$ cat src/rtl/ro_puf_engine.sv
// rtl/ro_puf_engine.sv - serialized ring-oscillator PUF race controller
// Expands a challenge through an LFSR into oscillator pairs and races them edge-count-to-threshold.
module ro_puf_engine #(
  parameter int NUM_RO = 8,
  parameter int CHAL_W = 8,
  parameter int RESP_W = 8,
  parameter int CNT_W = 10,
  parameter int THRESH = 1000,
  parameter int TIMEOUT = 65535,
  parameter logic [CHAL_W-1:0] LFSR_TAPS = 8'hB8
) (
  input  logic              clk,
  input  logic              rst,
  input  logic              start,
  input  logic [CHAL_W-1:0] chall_in,
  input  logic [NUM_RO-1:0] ro_g1,
  input  logic [NUM_RO-1:0] ro_g2,
  output logic              ro_en,
  output logic              busy,
  output logic              valid,
  input  logic              ack,
  output logic [RESP_W-1:0] response,
  output logic              err_timeout,
  output logic [3:0]        tie_count
);
  localparam int SEL_W = $clog2(NUM_RO);
  localparam int IDX_W = (RESP_W > 1) ? $clog2(RESP_W) : 1;
  localparam logic [1:0] S_IDLE  = 2'd0;
  localparam logic [1:0] S_FLUSH = 2'd1;
  localparam logic [1:0] S_RACE  = 2'd2;
  localparam logic [1:0] S_DONE  = 2'd3;
  localparam logic [CNT_W-1:0] THR    = CNT_W'(THRESH);
  localparam logic [CNT_W-1:0] THR_M1 = CNT_W'(THRESH - 1);
  localparam logic [15:0]      TO_M1  = 16'(TIMEOUT - 1);
  localparam logic [IDX_W-1:0] LAST   = IDX_W'(RESP_W - 1);

  logic [1:0]        state;
  logic [1:0]        flush_cnt;
  logic [CHAL_W-1:0] lfsr;
  logic [CHAL_W-1:0] lfsr_next;
  logic [SEL_W-1:0]  sel1, sel2;
  logic [IDX_W-1:0]  bit_idx;
  logic [CNT_W-1:0]  cnt1, cnt2;
  logic [15:0]       cyc;
  logic [1:0]        sync1, sync2;
  logic              prev1, prev2;
  logic              rise1, rise2, hit1, hit2, to_hit, flush_last;

  assign lfsr_next  = {lfsr[CHAL_W-2:0], ^(lfsr & LFSR_TAPS)};
  assign rise1      = sync1[1] & ~prev1;
  assign rise2      = sync2[1] & ~prev2;
  assign hit1       = rise1 && (cnt1 == THR_M1);
  assign hit2       = rise2 && (cnt2 == THR_M1);
  assign to_hit     = (cyc == TO_M1);
  assign flush_last = (state == S_FLUSH) && (flush_cnt == 2'd2);

  assign ro_en = (state == S_FLUSH) || (state == S_RACE);
  assign busy  = ro_en;
  assign valid = (state == S_DONE);

  // On the last flush cycle the edge flop is preloaded with the value the 2nd flop
  // is about to take, so a level left over from the previous pair is never seen as an edge.
  always_ff @(posedge clk or negedge rst) begin
    if (!rst) begin
      sync1 <= '0;
      sync2 <= '0;
      prev1 <= 1'b0;
      prev2 <= 1'b0;
    end else begin
      sync1 <= {sync1[0], ro_g1[sel1]};
      sync2 <= {sync2[0], ro_g2[sel2]};
      prev1 <= flush_last ? sync1[0] : sync1[1];
      prev2 <= flush_last ? sync2[0] : sync2[1];
    end
  end

  always_ff @(posedge clk or negedge rst) begin
    if (!rst) begin
      state       <= S_IDLE;
      flush_cnt   <= '0;
      lfsr        <= '0;
      sel1        <= '0;
      sel2        <= '0;
      bit_idx     <= '0;
      cnt1        <= '0;
      cnt2        <= '0;
      cyc         <= '0;
      response    <= '0;
      err_timeout <= 1'b0;
      tie_count   <= '0;
    end else begin
      case (state)
        S_IDLE: begin
          if (start) begin
            lfsr        <= (chall_in == '0) ? '1 : chall_in;
            bit_idx     <= '0;
            response    <= '0;
            err_timeout <= 1'b0;
            tie_count   <= '0;
            flush_cnt   <= '0;
            state       <= S_FLUSH;
          end
        end
        S_FLUSH: begin
          cnt1      <= '0;
          cnt2      <= '0;
          cyc       <= '0;
          flush_cnt <= flush_cnt + 2'd1;
          if (flush_cnt == 2'd0) begin
            lfsr <= lfsr_next;
            sel1 <= lfsr_next[SEL_W-1:0];
            sel2 <= lfsr_next[CHAL_W-1 -: SEL_W];
          end
          if (flush_last) state <= S_RACE;
        end
        S_RACE: begin
          if (rise1 && cnt1 != THR) cnt1 <= cnt1 + 1'b1;
          if (rise2 && cnt2 != THR) cnt2 <= cnt2 + 1'b1;
          cyc <= cyc + 16'd1;
          if (hit1 || hit2) begin
            response[bit_idx] <= hit1 && !hit2;
            if (hit1 && hit2 && tie_count != 4'hF) tie_count <= tie_count + 4'd1;
            if (bit_idx == LAST) begin
              state <= S_DONE;
            end else begin
              bit_idx   <= bit_idx + 1'b1;
              flush_cnt <= '0;
              state     <= S_FLUSH;
            end
          end else if (to_hit) begin
            err_timeout <= 1'b1;
            response    <= '0;
            state       <= S_DONE;
          end
        end
        default: begin
          if (ack) state <= S_IDLE;
        end
      endcase
    end
  end
endmodule

$ cat config.mk
export PLATFORM = sky130hd
export DESIGN_NAME = ro_puf_engine
export DESIGN_NICKNAME = d
export VERILOG_FILES = /design/src/rtl/ro_puf_engine.sv
export SDC_FILE = /design/constraint.sdc
export NUM_CORES = 1
export LEC_CHECK = 0
export BUFFER_PORTS_ARGS = -buffer_cell sky130_fd_sc_hd__buf_2
export CAP_MARGIN = 10
export CORE_MARGIN = 5
export CORE_UTILIZATION = 40
export CTS_CLUSTER_DIAMETER = 60
export DETAILED_ROUTE_END_ITERATION = 10
export PLACE_DENSITY_LB_ADDON = 0.12
export REMOVE_ABC_BUFFERS = 1
export SYNTH_ARGS = -nofsm -noshare
export SYNTH_HDL_FRONTEND = slang
export SYNTH_SLANG_ARGS = --single-unit
$ cat constraint.sdc
create_clock -name clk -period 3.3 [get_ports clk]
set_clock_uncertainty 0.05 [all_clocks]
set_input_delay 0.495 -clock clk [delete_from_list [all_inputs] [get_ports clk]]
set_output_delay 0.495 -clock clk [all_outputs]
set_load 0.05 [all_outputs]
Word-level counts from Yosys, hierarchy flattened
Index checks and enable logic that the tools add are counted.

Register bits after elaboration: 76. Bits in latches: 0. Bits in writable memories: 0. Bits in read-only memories: 0. Bits of input ports: 28. Output and inout port bits: 16. Logic and storage cells: 128. Memories: 0.

$add $sub $neg: 6. Multiply operators: 0. Div/mod/pow operators: 0. $lt $le $gt $ge: 4. Eq/ne operators: 22. Shift-type cells: 0. Muxes and demuxes: 45. Bitwise logic cells: 4. Reduce and logical (&&, ||, !) cells: 31.

Operator list (number): $mux W8 (6); $pmux W10 S2 (2); $pmux W16 S2 (1); $pmux W8 S2 (2); $add A10 B1 Y10 const B (2); $eq A10 B10 Y1 const B (2); $mux W10 (2); $ne A10 B10 Y1 const B (2); $reduce_and A4 Y1 (5); $mux W2 (9); $add A16 B1 Y16 const B (1); $eq A16 B16 Y1 const B (1); $lt A3 B4 Y1 const B (3); $mux W4 (3); $pmux W2 S3 (2); $ne A2 B1 Y1 const B (5); $ne A2 B2 Y1 const B (5); $logic_and A1 B1 Y1 (9); $mux W3 (3); $bwmux W8 (1); $logic_not A8 Y1 (1); $mux W1 (8); $pmux W4 S2 (1); $reduce_xor A8 Y1 (1); other kinds (23) (35).

Longest topological paths before layout
Word-level depth: 8. Depth in mapped cells: 9. Gate-level depth less buffers: 7.

Worst setup path before layout
No wires, ideal clock.

Kind: register to register. Start: register state[0]. End: register cyc[13]. Arrival time: 1945 ps. Setup slack: 1173 ps. Stages on the path, launching flop included: 8. Clock period less this slack: 2127 ps. Cell sequence: dfrtp_1 > inv_1 > ha_1 > nand3_1 > nor3_1 > nand4_1 > xor2_1 > nor2_1.

Word-level cells in the longest chain between the ends: 2. Elaborated cells between the ends (all ways): 4. Those cells by class: 2 x eq/ne; 1 x mux; 1 x reduce/logical.

RTL lines: start, declared (RTL line 37) `logic [1:0] state;`; start signal, assigned (RTL line 79) `state <= S_IDLE;`; start signal, assigned (RTL line 101) `state <= S_FLUSH;`; start signal, assigned (RTL line 114) `if (flush_last) state <= S_RACE;`; $eq A2 B2 Y1 / $eq A2 B1 Y1 (equally long branches) (RTL line 92) `case (state)`; $pmux W16 S2 / $reduce_bool A2 Y1 (equally long branches); end signal, assigned (RTL line 119) `cyc <= cyc + 16'd1;`; end, declared (RTL line 44) `logic [15:0] cyc;`.

Parallel ways exist; a longest one is shown, timed or not. A chain may end at the register's enable or synchronous reset.

Worst setup path after layout
Start: register state[0]. End: register bit_idx[1].

Word-level cells in the longest chain between the ends: 3. Elaborated cells between the ends (all ways): 8. Those cells by class: 4 x eq/ne; 1 x mux; 3 x reduce/logical.

RTL lines: $eq A2 B2 Y1 / $logic_not A2 Y1 (equally long branches) (RTL line 92); $ne A2 B2 Y1 (no line), or another cell as far along; $reduce_and A4 Y1 (no line); end signal, assigned (RTL line 126) `bit_idx <= bit_idx + 1'b1;`; end, declared (RTL line 42) `logic [IDX_W-1:0] bit_idx;`.

Parallel ways exist; a longest one is shown, timed or not.

==> implementation parameters <==
Parameter                              Value

Synth
  Proportion of synthesized chip area in sequential cells    0.4607
  Portion of netlist area occupied by mux cells    0.06911
  Count leader, synth    sky130_fd_sc_hd__dfrtp_1
  Top_reg_cell synth    sky130_fd_sc_hd__dfrtp_1
  Cell area after synthesis    0.004128 mm²
  Complex-gate fraction of the synthesized area    0.1243
  Largest cells by area after synthesis    sky130_fd_sc_hd__dfrtp_1 (46%), sky130_fd_sc_hd__ha_1 (4.8%), sky130_fd_sc_hd__nor2_1 (4.5%), sky130_fd_sc_hd__o21ai_0 (4.1%), sky130_fd_sc_hd__nand2_1 (3.8%)
  Synth cell types    58
  Portion of synthesized cell area occupied by the leading cell type    0.4607
  EDFF count, synth    0
  Mean post-synth cell area    10.07 µm²
  Arithmetic-cell share of the synthesized area counting full adders, half adders and majority gates    0.04850
  Gate count after technology mapping    410
  Main combinational cell family by area after synthesis    simple AND/OR/NAND/NOR gates
  #FFs+latches synth    76
  Total number of yosys warnings    0
  Most frequent cells after synthesis    sky130_fd_sc_hd__dfrtp_1 (76), sky130_fd_sc_hd__nor2_1 (50), sky130_fd_sc_hd__nand2_1 (42)
  Post-synthesis cell type with the largest combined area    sky130_fd_sc_hd__dfrtp_1
  Proportion of register bits with asynchronous set or reset after synthesis    1.000
  Simple-gate share of the synthesized area    0.2058
  Share of the synthesized netlist area taken by xor and xnor gates    0.05305

Critical path
  Critical Path End Type    flip-flop
  CP cell instances    inv_1 > ha_1 > o21ai_1 > a21oi_1 > mux2i_1
  Startpoint Class    flip-flop
  Maximum fanout count along the critical path    21
  Buffers plus inverters on the worst setup path    1
  Critical Path Max Stage Delay    660 ps
  Data required time of the critical path    3520 ps
  Top Family by Delay on Critical Path    compound AO/OA/AOI/OAI gates
  Crit-path slowest cell    sky130_fd_sc_hd__ha_1
  Crit path kind    reg -> reg
  Data arrival time of the critical path    2690 ps

Clock network
  Post-CTS Setup Inserts    0
  Clock-pin slew reported for the worst setup and hold paths after clock tree synthesis    90 ps
  Clock insertion delay at the later pin of the skew report    350 ps
  Number of buffers created by CTS    9
  Cts repair resizes    0
  Maximum buffer depth of the clock tree    2
  Hold-fix buffers at CTS    0
  Clock root buffer    sky130_fd_sc_hd__clkbuf_8
  CTS tree    built
  Number of sinks handled by clock tree synthesis    76
  H-tree levels    3

Flow run
  Max-capacitance violation count    0

Floorplan
  Area of the core    0.01018 mm²
  Initial core utilization    0.4053
  # rows    37
  Chip Height    111.6 µm
  Die outline width    111.6 µm
  Overall die area    0.01245 mm²
  Num ports    44

Timing
  Setup repair after global routing missed its margin    no
  Setup-failing EPs final    0
  Period utilization    0.7509
  Setup TNS    0 ps
  Min cycle time layout    2478 ps
  Final hold violations    0
  Highest clock frequency the design can meet    403.6 MHz
  Relative slew slack    0.3591
  Max-slew violation count    0
  Slew at the pin with the worst max-slew slack    961.3 ps

Pwr
  Gate power share    0.402
  Leakage    2.083 nW
  Clock Power Share    0.192
  Net switching power    1.312 mW
  Pwr dens    690.3 mW/mm²
  Peak VDD IR    0.3581 mV
  Switching fraction of total power    0.4118
  Sequential fraction of design power    0.406
  Total internal power    1.874 mW

Placement
  Dpl cells    581
  Last weighted congestion value of the routability-driven placer    0.7828
  Buffers added on ports    43
  Post-detailed-placement half-perimeter wirelength    6.234 mm
  Cell area after placement    0.004458 mm²

Final layout
  Count of nets after finishing    500
  Antenna fix cells    0
  Final design area excluding fillers    0.004616 mm²
  Post-layout instance count excluding filler cells    596
  Area delta synth->final    11.82%
  Fraction of layout instances using a drive strength above 1    0.1891

GRT
  Overall global routing resource usage    0.1437
  Gr ovfl total    0
  Largest net degree at the start of global routing    77
  Wire length of the first global-routing pass    14.81 mm
  Number of global-route vias before repair    3099
  Number of antenna violations at the first check in global routing    0

Detailed routing
  Post-route DRC violation count    0
  Total iterations of the first detailed-routing run    4
  Number of vias after detailed routing    3093
  Avg WL per Cell    14.56 µm
  Via-per-instance ratio    5.190
  Total wire length after detailed routing    8.680 mm
  Iteration-0 DRC Markers    143
  Post-route antenna net violation count    0

Run status
  Result of the run    finished clean

Hold path
  Hold WC Path Type    in -> async
## through the flow
stage               hold WS [ps]  worst slack, ps  power (mW)  utilization
global route               327.3            553.5       3.462       0.4532
global placement           358.0            927.5       2.597       0.4377
CTS                        269.9            803.2       3.243       0.4532
floorplan                  149.4            714.4       2.247            -
finish                     238.1            822.2       3.186       0.4532
detailed placement         364.6            851.2       2.617       0.4377
## path summary, 6_finish.rpt
kind                            slack, ps  cells past startpoint  startpoint         end
worst min register to register        370                      0    sync1[0]    sync1[1]
min in group clk                      370                      0    sync1[0]    sync1[1]
worst min-delay path                  240                      1         rst     cyc[13]
worst max register to register        820                      5    state[0]  bit_idx[1]
max in group asynchronous            2340                      1         rst     cnt1[2]
worst max-delay path                  820                      5    state[0]  bit_idx[1]
## layer usage
layer	up-vias	wire [µm]	global-route usage
met5	-	0	0
met4	0	116	0.05758
met3	10	235	0.02391
met2	42	4202	0.2396
met1	1498	4125	0.1868
li1	1543	-	-
## state kept, by name, summed over array words and instances (netlist names), 2 cells and up
signal	flops
cyc	16
cnt1	10
cnt2	10
lfsr	8
response	8
tie_count	4
bit_idx	3
sel1	3
sel2	3
flush_cnt	2
state	2
sync1	2
sync2	2
## layout by cell type (no fill, tap or decap), types with 3 or more instances in the layout
cell type and instances:
sky130_fd_sc_hd__dfrtp_1 76, sky130_fd_sc_hd__nor2_1 50, sky130_fd_sc_hd__nand2_1 42, sky130_fd_sc_hd__buf_2 42
sky130_fd_sc_hd__o21ai_0 34, sky130_fd_sc_hd__inv_1 20, sky130_fd_sc_hd__ha_1 16, sky130_fd_sc_hd__xnor2_1 14
sky130_fd_sc_hd__nand4_1 13, sky130_fd_sc_hd__mux2_2 11, sky130_fd_sc_hd__nand3_1 11, sky130_fd_sc_hd__xor2_1 11
sky130_fd_sc_hd__clkbuf_8 9, sky130_fd_sc_hd__nor2b_1 7, sky130_fd_sc_hd__nor3_1 7, sky130_fd_sc_hd__mux2i_1 6
sky130_fd_sc_hd__o22ai_1 6, sky130_fd_sc_hd__a21oi_1 6, sky130_fd_sc_hd__o2bb2ai_1 5, sky130_fd_sc_hd__o31ai_1 5
sky130_fd_sc_hd__mux4_2 4, sky130_fd_sc_hd__and3_1 4, sky130_fd_sc_hd__a32o_1 4, sky130_fd_sc_hd__buf_4 4
sky130_fd_sc_hd__and3b_1 3, sky130_fd_sc_hd__o21ai_1 3, sky130_fd_sc_hd__and4_1 3, sky130_fd_sc_hd__nand3b_1 3
sky130_fd_sc_hd__or3_1 3, sky130_fd_sc_hd__clkinv_2 3
## power groups by stage
stage | Clock [mW] | Sequential, mW | Combinational (mW)
2_1_floorplan | 0 | 1.28 | 0.969
3_3_place_gp | 0 | 1.31 | 1.29
3_5_place_dp | 0 | 1.32 | 1.30
4_1_cts | 0.640 | 1.30 | 1.30
5_1_grt | 0.679 | 1.33 | 1.46
6_report | 0.613 | 1.29 | 1.28
## final cells by class
class                   count  area [µm²]
multi-input cells         302        2067
flip-flops and latches     76        1902
inverters                  21       78.83
clock buffers              10       127.6
well taps                 136       170.2
repair buffers             46       240.2
clock inverters             5       30.03
fillers                  1004        5569
## cells by family (layout without fill, tap and decap cells)
family,after synthesis,after routing
mux,22,22
flops,76,76
compound gates,77,77
buf+inv,32,82
xor+xnor,25,25
simple gates,162,162
fa+ha+maj,16,16
## worst register-to-register path: cells and delay by family, from the launching register on
family / cells / cell delay (ps)
AOI/OAI and AO/OA: 2 / 860
muxes: 1 / 230
adders and majority gates: 1 / 660
buffers and inverters: 1 / 140
DFF: 1 / 460
Power figures use the tool's default switching activity.
